$ cat config.mk
export PLATFORM = sky130hd
export DESIGN_NAME = peripheral_uart_rx_flat
export DESIGN_NICKNAME = d
export VERILOG_FILES = /design/src/rtl/peripheral_uart_rx_pkg.sv /design/src/rtl/peripheral_uart_rx_if.sv /design/src/rtl/peripheral_uart_rx_core.sv /design/src/rtl/peripheral_uart_rx.sv /design/src/flat_wrapper.sv
export SDC_FILE = /design/constraint.sdc
export NUM_CORES = 1
export LEC_CHECK = 0
export ABC_AREA = 1
export BUFFER_PORTS_ARGS = -buffer_cell sky130_fd_sc_hd__buf_2
export CAP_MARGIN = 0
export CORE_MARGIN = 2
export CORE_UTILIZATION = 64
export CTS_BUF_LIST = sky130_fd_sc_hd__clkbuf_16
export CTS_CLUSTER_DIAMETER = 80
export CTS_CLUSTER_SIZE = 12
export DETAILED_ROUTE_END_ITERATION = 7
export MAX_ROUTING_LAYER = met4
export PLACE_DENSITY = 0.85
export SYNTH_ARGS = -nofsm -noshare
export SYNTH_HDL_FRONTEND = slang
export SYNTH_SLANG_ARGS = --single-unit
$ cat constraint.sdc
create_clock -name clk -period 4.2 [get_ports clk]
set_clock_uncertainty 0.05 [all_clocks]
set_input_delay 0.63 -clock clk [delete_from_list [all_inputs] [get_ports clk]]
set_output_delay 0.63 -clock clk [all_outputs]
set_load 0.05 [all_outputs]
$ cat src/rtl/peripheral_uart_rx_pkg.sv
// peripheral_uart_rx_pkg: register map, STATUS/CTRL bit positions and receiver FSM states
package peripheral_uart_rx_pkg;

   localparam logic [3:0] ADDR_RX_DATA = 4'h0;
   localparam logic [3:0] ADDR_STATUS  = 4'h2;
   localparam logic [3:0] ADDR_CTRL    = 4'h4;

   localparam int ST_AVAIL = 0;
   localparam int ST_FULL  = 1;
   localparam int ST_FERR  = 2;
   localparam int ST_OVR   = 3;

   localparam int CTRL_FLUSH = 0;
   localparam int CTRL_CLR   = 1;

   typedef enum logic [2:0] {
      IDLE,
      START,
      DATA,
      STOP,
      WAIT_IDLE
   } rx_state_e;

   function automatic logic [15:0] status_word(logic ovr, logic ferr, logic full, logic avail);
      logic [15:0] s;
      s = '0;
      s[ST_OVR]   = ovr;
      s[ST_FERR]  = ferr;
      s[ST_FULL]  = full;
      s[ST_AVAIL] = avail;
      return s;
   endfunction

endpackage

$ cat src/rtl/peripheral_uart_rx_if.sv
// peripheral_uart_rx_if: J1 I/O bus slice seen by the UART receiver
interface peripheral_uart_rx_if;

   logic [15:0] d_in;
   logic [15:0] d_out;
   logic [3:0]  addr;
   logic        cs;
   logic        rd;
   logic        wr;

   modport master (output d_in, addr, cs, rd, wr, input d_out);
   modport slave  (input d_in, addr, cs, rd, wr, output d_out);

endinterface

$ cat src/rtl/peripheral_uart_rx_core.sv
// uart_rx_core: 2-FF synchroniser, bit timer and 8N1 deserialising FSM
module uart_rx_core
   import peripheral_uart_rx_pkg::*;
#(
   parameter int CLKS_PER_BIT = 434
) (
   input  logic       clk,
   input  logic       rst,
   input  logic       uart_rx,
   output logic       rx_strobe,
   output logic [7:0] rx_byte,
   output logic       frame_err_pulse
);

   localparam int CW = $clog2(CLKS_PER_BIT + 1);
   localparam logic [CW-1:0] HALF_LAST = CW'(CLKS_PER_BIT / 2 - 1);
   localparam logic [CW-1:0] FULL_LAST = CW'(CLKS_PER_BIT - 1);

   rx_state_e     state_q, state_d;
   logic          sync1_q, sync2_q;
   logic [CW-1:0] cnt_q, cnt_d;
   logic [2:0]    bit_q, bit_d;
   logic [7:0]    shift_q, shift_d;
   logic          strobe_q, strobe_d;
   logic          ferr_q, ferr_d;

   // Frame sequencing: centre on the start bit, then sample one bit period apart
   always_comb begin
      state_d  = state_q;
      cnt_d    = cnt_q + CW'(1);
      bit_d    = bit_q;
      shift_d  = shift_q;
      strobe_d = 1'b0;
      ferr_d   = 1'b0;
      case (state_q)
         IDLE: begin
            cnt_d = '0;
            if (!sync2_q) state_d = START;
         end
         START: if (cnt_q == HALF_LAST) begin
            cnt_d   = '0;
            bit_d   = '0;
            state_d = sync2_q ? IDLE : DATA;
         end
         DATA: if (cnt_q == FULL_LAST) begin
            cnt_d   = '0;
            shift_d = {sync2_q, shift_q[7:1]};
            bit_d   = bit_q + 3'd1;
            if (bit_q == 3'd7) state_d = STOP;
         end
         STOP: if (cnt_q == FULL_LAST) begin
            cnt_d    = '0;
            strobe_d = sync2_q;
            ferr_d   = !sync2_q;
            state_d  = sync2_q ? IDLE : WAIT_IDLE;
         end
         WAIT_IDLE: begin
            cnt_d = '0;
            if (sync2_q) state_d = IDLE;
         end
         default: state_d = IDLE;
      endcase
   end

   // Synchroniser presets to the idle-high line level so reset never looks like a start bit
   always_ff @(posedge clk or posedge rst) begin
      if (rst) begin
         sync1_q  <= 1'b1;
         sync2_q  <= 1'b1;
         state_q  <= IDLE;
         cnt_q    <= '0;
         bit_q    <= '0;
         shift_q  <= '0;
         strobe_q <= 1'b0;
         ferr_q   <= 1'b0;
      end else begin
         sync1_q  <= uart_rx;
         sync2_q  <= sync1_q;
         state_q  <= state_d;
         cnt_q    <= cnt_d;
         bit_q    <= bit_d;
         shift_q  <= shift_d;
         strobe_q <= strobe_d;
         ferr_q   <= ferr_d;
      end
   end

   assign rx_strobe       = strobe_q;
   assign rx_byte         = shift_q;
   assign frame_err_pulse = ferr_q;

endmodule

$ cat src/rtl/peripheral_uart_rx.sv
// peripheral_uart_rx: memory-mapped UART receiver with receive FIFO on the J1 I/O bus
module peripheral_uart_rx
   import peripheral_uart_rx_pkg::*;
#(
   parameter int CLK_FREQ   = 50_000_000,
   parameter int BAUD       = 115200,
   parameter int FIFO_DEPTH = 8
) (
   input  logic                 clk,
   input  logic                 rst,
   peripheral_uart_rx_if.slave  bus,
   input  logic                 uart_rx,
   output logic                 rx_avail
);

   localparam int CLKS_PER_BIT = CLK_FREQ / BAUD;
   localparam int AW           = $clog2(FIFO_DEPTH);

   logic        rx_strobe, frame_err_pulse;
   logic [7:0]  rx_byte;
   logic [7:0]  mem_q [FIFO_DEPTH];
   logic [AW:0] wr_ptr_q, wr_ptr_d, rd_ptr_q, rd_ptr_d;
   logic        overrun_q, overrun_d, frame_err_q, frame_err_d, rd_prev_q;
   logic [15:0] d_out_q, d_out_d, rdata;
   logic        empty, full, rd_sel, wr_ctrl, flush, clr, pop, push;
   logic        unused_d_in;

   assign unused_d_in = ^bus.d_in[15:2];

   uart_rx_core #(.CLKS_PER_BIT(CLKS_PER_BIT)) u_core (
      .clk             (clk),
      .rst             (rst),
      .uart_rx         (uart_rx),
      .rx_strobe       (rx_strobe),
      .rx_byte         (rx_byte),
      .frame_err_pulse (frame_err_pulse)
   );

   // Bus decode and FIFO control: flush beats push/pop, a same-cycle pop frees room for a push
   always_comb begin
      empty       = wr_ptr_q == rd_ptr_q;
      full        = (wr_ptr_q[AW] != rd_ptr_q[AW]) && (wr_ptr_q[AW-1:0] == rd_ptr_q[AW-1:0]);
      rx_avail    = ~empty;
      rd_sel      = bus.cs & bus.rd;
      wr_ctrl     = bus.cs & bus.wr & (bus.addr == ADDR_CTRL);
      flush       = wr_ctrl & bus.d_in[CTRL_FLUSH];
      clr         = wr_ctrl & bus.d_in[CTRL_CLR];
      pop         = rd_sel & ~rd_prev_q & (bus.addr == ADDR_RX_DATA) & ~empty & ~flush;
      push        = rx_strobe & ~flush & (~full | pop);
      wr_ptr_d    = wr_ptr_q + {{AW{1'b0}}, push};
      rd_ptr_d    = flush ? wr_ptr_q : rd_ptr_q + {{AW{1'b0}}, pop};
      overrun_d   = (rx_strobe & ~flush & full & ~pop) | (overrun_q & ~clr);
      frame_err_d = frame_err_pulse | (frame_err_q & ~clr);
      rdata       = bus.addr == ADDR_STATUS ? status_word(overrun_q, frame_err_q, full, ~empty) :
                    (bus.addr == ADDR_RX_DATA && !empty) ? {8'h00, mem_q[rd_ptr_q[AW-1:0]]} : 16'h0000;
      d_out_d     = (!rd_sel || (bus.addr == ADDR_RX_DATA && rd_prev_q)) ? d_out_q : rdata;
   end

   // Control and read-data registers; RX_DATA is captured only on the rd rising edge so a held rd keeps the popped byte
   always_ff @(posedge clk or posedge rst) begin
      if (rst) begin
         wr_ptr_q    <= '0;
         rd_ptr_q    <= '0;
         overrun_q   <= 1'b0;
         frame_err_q <= 1'b0;
         rd_prev_q   <= 1'b0;
         d_out_q     <= '0;
      end else begin
         wr_ptr_q    <= wr_ptr_d;
         rd_ptr_q    <= rd_ptr_d;
         overrun_q   <= overrun_d;
         frame_err_q <= frame_err_d;
         rd_prev_q   <= bus.rd;
         d_out_q     <= d_out_d;
      end
   end

   // FIFO storage needs no reset; the pointers define which entries are valid
   always_ff @(posedge clk) begin
      if (push) mem_q[wr_ptr_q[AW-1:0]] <= rx_byte;
   end

   assign bus.d_out = d_out_q;

endmodule

$ cat src/flat_wrapper.sv
// flat-port wrapper written by rule: the top's interface ports become plain ports
module peripheral_uart_rx_flat import peripheral_uart_rx_pkg::*;
#(
   parameter int CLK_FREQ   = 50_000_000,
   parameter int BAUD       = 115200,
   parameter int FIFO_DEPTH = 8
)
  (clk, rst, uart_rx, rx_avail, bus_d_in, bus_addr, bus_cs, bus_rd, bus_wr, bus_d_out);
  peripheral_uart_rx_if bus_i ();
  input  logic clk;
  input  logic rst;
  input  logic uart_rx;
  output logic rx_avail;
  input wire logic [$bits(bus_i.d_in)-1:0] bus_d_in;
  input wire logic [$bits(bus_i.addr)-1:0] bus_addr;
  input wire logic [$bits(bus_i.cs)-1:0] bus_cs;
  input wire logic [$bits(bus_i.rd)-1:0] bus_rd;
  input wire logic [$bits(bus_i.wr)-1:0] bus_wr;
  output wire logic [$bits(bus_i.d_out)-1:0] bus_d_out;
  assign bus_i.d_in = bus_d_in;
  assign bus_i.addr = bus_addr;
  assign bus_i.cs = bus_cs;
  assign bus_i.rd = bus_rd;
  assign bus_i.wr = bus_wr;
  assign bus_d_out = bus_i.d_out;
  peripheral_uart_rx #(.CLK_FREQ(CLK_FREQ), .BAUD(BAUD), .FIFO_DEPTH(FIFO_DEPTH)) u_core (.clk(clk), .rst(rst), .bus(bus_i), .uart_rx(uart_rx), .rx_avail(rx_avail));
endmodule
==> impl_metrics.xml <==
<?xml version="1.0" encoding="UTF-8"?>
<metrics>
  <group name="status">
    <metric name="outcome" unit="">finished, final reports clean</metric>
  </group>
  <group name="clock_network">
    <metric name="max_h_tree_level" unit="">3</metric>
    <metric name="clk_transition_reported_paths" unit="ns">0.07</metric>
    <metric name="cts_buffers" unit="">9</metric>
    <metric name="post_cts_resize_count" unit="">0</metric>
    <metric name="clk_path_buf_depth" unit="">2</metric>
    <metric name="post_cts_setup_repair_bufs" unit="">0</metric>
    <metric name="cts_tree" unit="">yes</metric>
    <metric name="cts.root.buffer_cell" unit="">sky130_fd_sc_hd__clkbuf_16</metric>
    <metric name="clkLatencyLatePin" unit="ns">0.34</metric>
    <metric name="post_cts_hold_buffer_count" unit="">0</metric>
    <metric name="tritoncts_num_sinks" unit="">110</metric>
  </group>
  <group name="pwr">
    <metric name="powerDensity" unit="mW/mm²">402.8</metric>
    <metric name="power_leakage" unit="nW">2.513</metric>
    <metric name="power_internal" unit="mW">1.715</metric>
    <metric name="sequentialPowerShare" unit="">0.518</metric>
    <metric name="vdd_ir_drop_max" unit="µV">217.0</metric>
    <metric name="switching_power" unit="mW">0.5147</metric>
    <metric name="clock_network_fraction_of_total_power" unit="">0.406</metric>
    <metric name="report.power.total" unit="mW">2.230</metric>
    <metric name="power.share.switching" unit="">0.2308</metric>
    <metric name="combPwrFrac" unit="">0.076</metric>
  </group>
  <group name="finish">
    <metric name="layout.nets" unit="">586</metric>
    <metric name="layout_cell_share_with_drive_strength_beyond_1" unit="">0.1241</metric>
    <metric name="insertedDiodeCount" unit="">0</metric>
    <metric name="areaGrowthSynthToFinish" unit="%">8.564</metric>
    <metric name="filler_cell_count" unit="">519</metric>
  </group>
  <group name="global_routing">
    <metric name="grt_overflow" unit="">0</metric>
    <metric name="via_count_of_the_first_global_routing_pass" unit="">3571</metric>
    <metric name="maximum_number_of_pins_on_one_net_before_global_route_repair" unit="">47</metric>
    <metric name="first_pass_grt_wire_length" unit="µm">15990</metric>
    <metric name="grt_use_total" unit="">0.2452</metric>
    <metric name="initial_antenna_violation_count" unit="">0</metric>
  </group>
  <group name="detailed_routing">
    <metric name="post_drt_wl_per_cell" unit="µm">14.70</metric>
    <metric name="detail_route.vias_per_cell" unit="">5.412</metric>
    <metric name="ant_nets" unit="">0</metric>
    <metric name="drtIter0Drc" unit="">255</metric>
    <metric name="drcViolationCount" unit="">0</metric>
    <metric name="routed_wl" unit="µm">9671</metric>
    <metric name="routed-via-count" unit="">3561</metric>
    <metric name="drtPass1Iterations" unit="">5</metric>
  </group>
  <group name="sta">
    <metric name="final_period_minus_worst_setup_slack" unit="ns">2.486</metric>
    <metric name="worst-slew-pin-transition" unit="ns">0.9400</metric>
    <metric name="final_max_slew_viol_count" unit="">0</metric>
    <metric name="final-hold-violation-count" unit="">0</metric>
    <metric name="post-route-period-util" unit="">0.5918</metric>
    <metric name="setup_total_negative_slack" unit="ns">0</metric>
    <metric name="setup_violations" unit="">0</metric>
    <metric name="setup_repair_after_global_routing_missed_its_margin" unit="">false</metric>
    <metric name="worst_slew_margin_rel" unit="">0.3724</metric>
    <metric name="achievable-frequency" unit="GHz">0.4023</metric>
  </group>
  <group name="logic_synthesis">
    <metric name="ys.warnings.count" unit="">0</metric>
    <metric name="ys_ff_latch" unit="">110</metric>
    <metric name="synth.top_cells.by_area" unit="">sky130_fd_sc_hd__edfxtp_1 (38%), sky130_fd_sc_hd__dfrtp_1 (22%), sky130_fd_sc_hd__nand2_1 (8.2%), sky130_fd_sc_hd__nand3_1 (5.7%), sky130_fd_sc_hd__nor2_1 (5.4%)</metric>
    <metric name="synth.top_cell.area_share" unit="">0.3769</metric>
    <metric name="netlist-cell-type-count" unit="">36</metric>
    <metric name="netlist.top_cell.by_area" unit="">sky130_fd_sc_hd__edfxtp_1</metric>
    <metric name="ys_seq_area_frac" unit="">0.6032</metric>
    <metric name="area_of_the_mapped_netlist" unit="mm²">0.005099</metric>
    <metric name="synth.avg_cell_area" unit="µm²">9.584</metric>
    <metric name="synthesis.instances" unit="">532</metric>
  </group>
  <group name="critical_path">
    <metric name="timing.critical_path.slowest_cell_delay" unit="ns">0.65</metric>
    <metric name="cp.buffers_inverters" unit="">2</metric>
    <metric name="worstSetupEndpoint" unit="">rx_avail</metric>
    <metric name="critical_path.endpoint_type" unit="">output pin</metric>
    <metric name="r2r_slack" unit="ns">1.78</metric>
    <metric name="path_class" unit="">reg -&gt; out</metric>
    <metric name="critical_path_source_type" unit="">flop</metric>
    <metric name="r2r-end" unit="">u_core.rd_ptr_q[2]$_DFF_PP0_</metric>
    <metric name="worstSetupStartpoint" unit="">u_core.rd_ptr_q[1]$_DFF_PP0_</metric>
    <metric name="crit_path_cell_trace" unit="">inv_4, nand2_1, nand2_1, nor2_4, nand2_2, buf_2</metric>
    <metric name="required_time_worst_endpoint" unit="ns">3.52</metric>
    <metric name="critical_path_arrival" unit="ns">1.81</metric>
    <metric name="rr_startpoint" unit="">u_core.rd_ptr_q[1]$_DFF_PP0_</metric>
    <metric name="cp_top_family" unit="">flip-flops</metric>
    <metric name="crit_cells" unit="">6</metric>
    <metric name="cpMostUsedCell" unit="">sky130_fd_sc_hd__nand2_1</metric>
    <metric name="critical_path_peak_fanout" unit="">17</metric>
    <metric name="reg2regPathDepth" unit="">12</metric>
    <metric name="worst_path_max_delay_cell" unit="">sky130_fd_sc_hd__dfrtp_1</metric>
  </group>
  <group name="die">
    <metric name="fp-row-count" unit="">32</metric>
    <metric name="core" unit="mm²">0.007727</metric>
    <metric name="floorplan.die_area" unit="mm²">0.008697</metric>
    <metric name="num_io_pins" unit="">43</metric>
    <metric name="fp.dieH" unit="µm">93.26</metric>
    <metric name="start_util" unit="">0.6598</metric>
    <metric name="fp.dieW" unit="µm">93.26</metric>
  </group>
  <group name="placement">
    <metric name="place.gp.congestion" unit="">0.7904</metric>
    <metric name="dp_hpwl" unit="µm">6509</metric>
    <metric name="total_of_buffers_placed_on_input_and_output_ports" unit="">20</metric>
  </group>
  <group name="min_path">
    <metric name="worstHoldPathType" unit="">reg -&gt; reg</metric>
    <metric name="min_path_cells" unit="">0</metric>
  </group>
  <group name="flow_run">
    <metric name="cap_viol_max_count" unit="">0</metric>
  </group>
</metrics>
[power by group through the flow]
stage,Combinational (mW),Sequential (mW),Clock [mW]
after CTS,0.170,1.16,0.913
after detailed placement,0.169,1.18,0
final,0.170,1.16,0.905
after floorplan,0.124,1.20,0
after global placement,0.162,1.18,0
after global routing,0.187,1.16,0.957
[Yosys cell counts]
cell                         n
sky130_fd_sc_hd__dfrtp_1    44
sky130_fd_sc_hd__nor2_1     73
sky130_fd_sc_hd__nand3_4     1
sky130_fd_sc_hd__a21oi_1     9
sky130_fd_sc_hd__o21ai_0    23
sky130_fd_sc_hd__or2_2       1
sky130_fd_sc_hd__nand3b_4    1
sky130_fd_sc_hd__nor2_4      1
sky130_fd_sc_hd__nor4_1      1
sky130_fd_sc_hd__nor2_2      3
sky130_fd_sc_hd__and3_1      1
sky130_fd_sc_hd__o21bai_1    1
sky130_fd_sc_hd__dfstp_2     2
sky130_fd_sc_hd__ha_1        9
sky130_fd_sc_hd__buf_2       5
sky130_fd_sc_hd__nand3_1    58
sky130_fd_sc_hd__nand2_1   111
sky130_fd_sc_hd__nand2_2     8
sky130_fd_sc_hd__inv_2       5
sky130_fd_sc_hd__o21ai_2     2
sky130_fd_sc_hd__conb_1      1
sky130_fd_sc_hd__inv_1      67
sky130_fd_sc_hd__buf_4      14
sky130_fd_sc_hd__nor3_1      1
sky130_fd_sc_hd__edfxtp_1   64
sky130_fd_sc_hd__nand3_2     2
sky130_fd_sc_hd__o21ai_1     7
sky130_fd_sc_hd__buf_6       2
sky130_fd_sc_hd__o22ai_1     1
sky130_fd_sc_hd__nand4_1     3
sky130_fd_sc_hd__a31oi_1     1
sky130_fd_sc_hd__nor3_4      1
sky130_fd_sc_hd__xor2_1      4
sky130_fd_sc_hd__inv_4       2
sky130_fd_sc_hd__and2_1      1
sky130_fd_sc_hd__nor3_2      2
[metrics by stage]
stage	setup slack (ns)	hold slack, ns	utilization	cells	area [µm²]
3_5_place_dp	1.576	0.3003	0.6749	642	5215
6_report	1.714	0.3139	0.7163	658	5535
3_3_place_gp	1.671	0.2953	0.6749	642	5215
2_1_floorplan	2.110	0.2952	-	539	5125
5_1_grt	1.602	0.3209	0.7163	658	5535
4_1_cts	1.716	0.3111	0.7163	658	5535
[state kept, by name, summed over array words and instances, names as in the netlist]
register                       flops
u_core.u_core.state_q              3
u_core.bus.d_out                   8
u_core.u_core.rx_strobe            1
u_core.frame_err_q                 1
u_core.overrun_q                   1
u_core.u_core.cnt_q                9
u_core.wr_ptr_q                    4
u_core.u_core.frame_err_pulse      1
u_core.mem_q                      64
u_core.rd_ptr_q                    4
u_core.rd_prev_q                   1
u_core.u_core.sync2_q              1
u_core.u_core.bit_q                3
u_core.u_core.sync1_q              1
u_core.u_core.rx_byte              8
[worst min-delay path by stage]
stage	start	endpoint	slack [ns]
floorplan	u_core.u_core.sync1_q$_DFF_PP1_	u_core.u_core.sync2_q$_DFF_PP1_	0.30
global placement	u_core.u_core.sync1_q$_DFF_PP1_	u_core.u_core.sync2_q$_DFF_PP1_	0.30
detailed placement	u_core.u_core.sync1_q$_DFF_PP1_	u_core.u_core.sync2_q$_DFF_PP1_	0.30
CTS	u_core.u_core.sync1_q$_DFF_PP1_	u_core.u_core.sync2_q$_DFF_PP1_	0.31
global route	u_core.u_core.sync1_q$_DFF_PP1_	u_core.u_core.sync2_q$_DFF_PP1_	0.32
finish	u_core.u_core.sync1_q$_DFF_PP1_	u_core.u_core.sync2_q$_DFF_PP1_	0.31
[final cells by class]
class                      instances  area, µm²  area share
multi-input combinational        334       1614      0.2916
timing repair buffer              22      115.1     0.02080
clock inverter                     7      95.09     0.01718
inverter                          74      282.8     0.05108
sequential                       110       3075      0.5556
tap                              102      127.6     0.02306
clock buffer                       9      225.2     0.04069
[cells in the final DEF, fill, tap and decap left out, drive strengths merged]
master / n
a21oi: 9
edfxtp: 64
nand3: 61
conb: 8
o21ai: 32
and2: 1
dfrtp: 44
nor4: 1
clkinv: 3
clkbuf: 9
o21bai: 1
o22ai: 1
nand4: 3
nor3: 4
or2: 1
nand2: 119
xor2: 4
inv: 76
dfstp: 2
nor2: 77
a31oi: 1
buf: 22
nand3b: 1
and3: 1
ha: 9
bufinv: 2
[routing by layer]
layer  GRT usage  wire length (µm)  up-vias
li1            -                 -     1741
met1      0.2860              3808     1646
met2      0.4131              4983      148
met3     0.05721               662       26
met4     0.09804               216        0
met5           -                 0        -
[cells by family (layout without fill, tap and decap cells)]
family,after synthesis,after routing,share of synthesized area
fa+ha+maj,9,9,0.02209
xor+xnor,4,4,0.006870
compound gates,44,44,0.04565
flops,110,110,0.6032
simple gates,269,269,0.2361
other cells,1,8,0.0007355
buf+inv,95,112,0.08540
No activity file was read; power rests on OpenSTA's default activity.
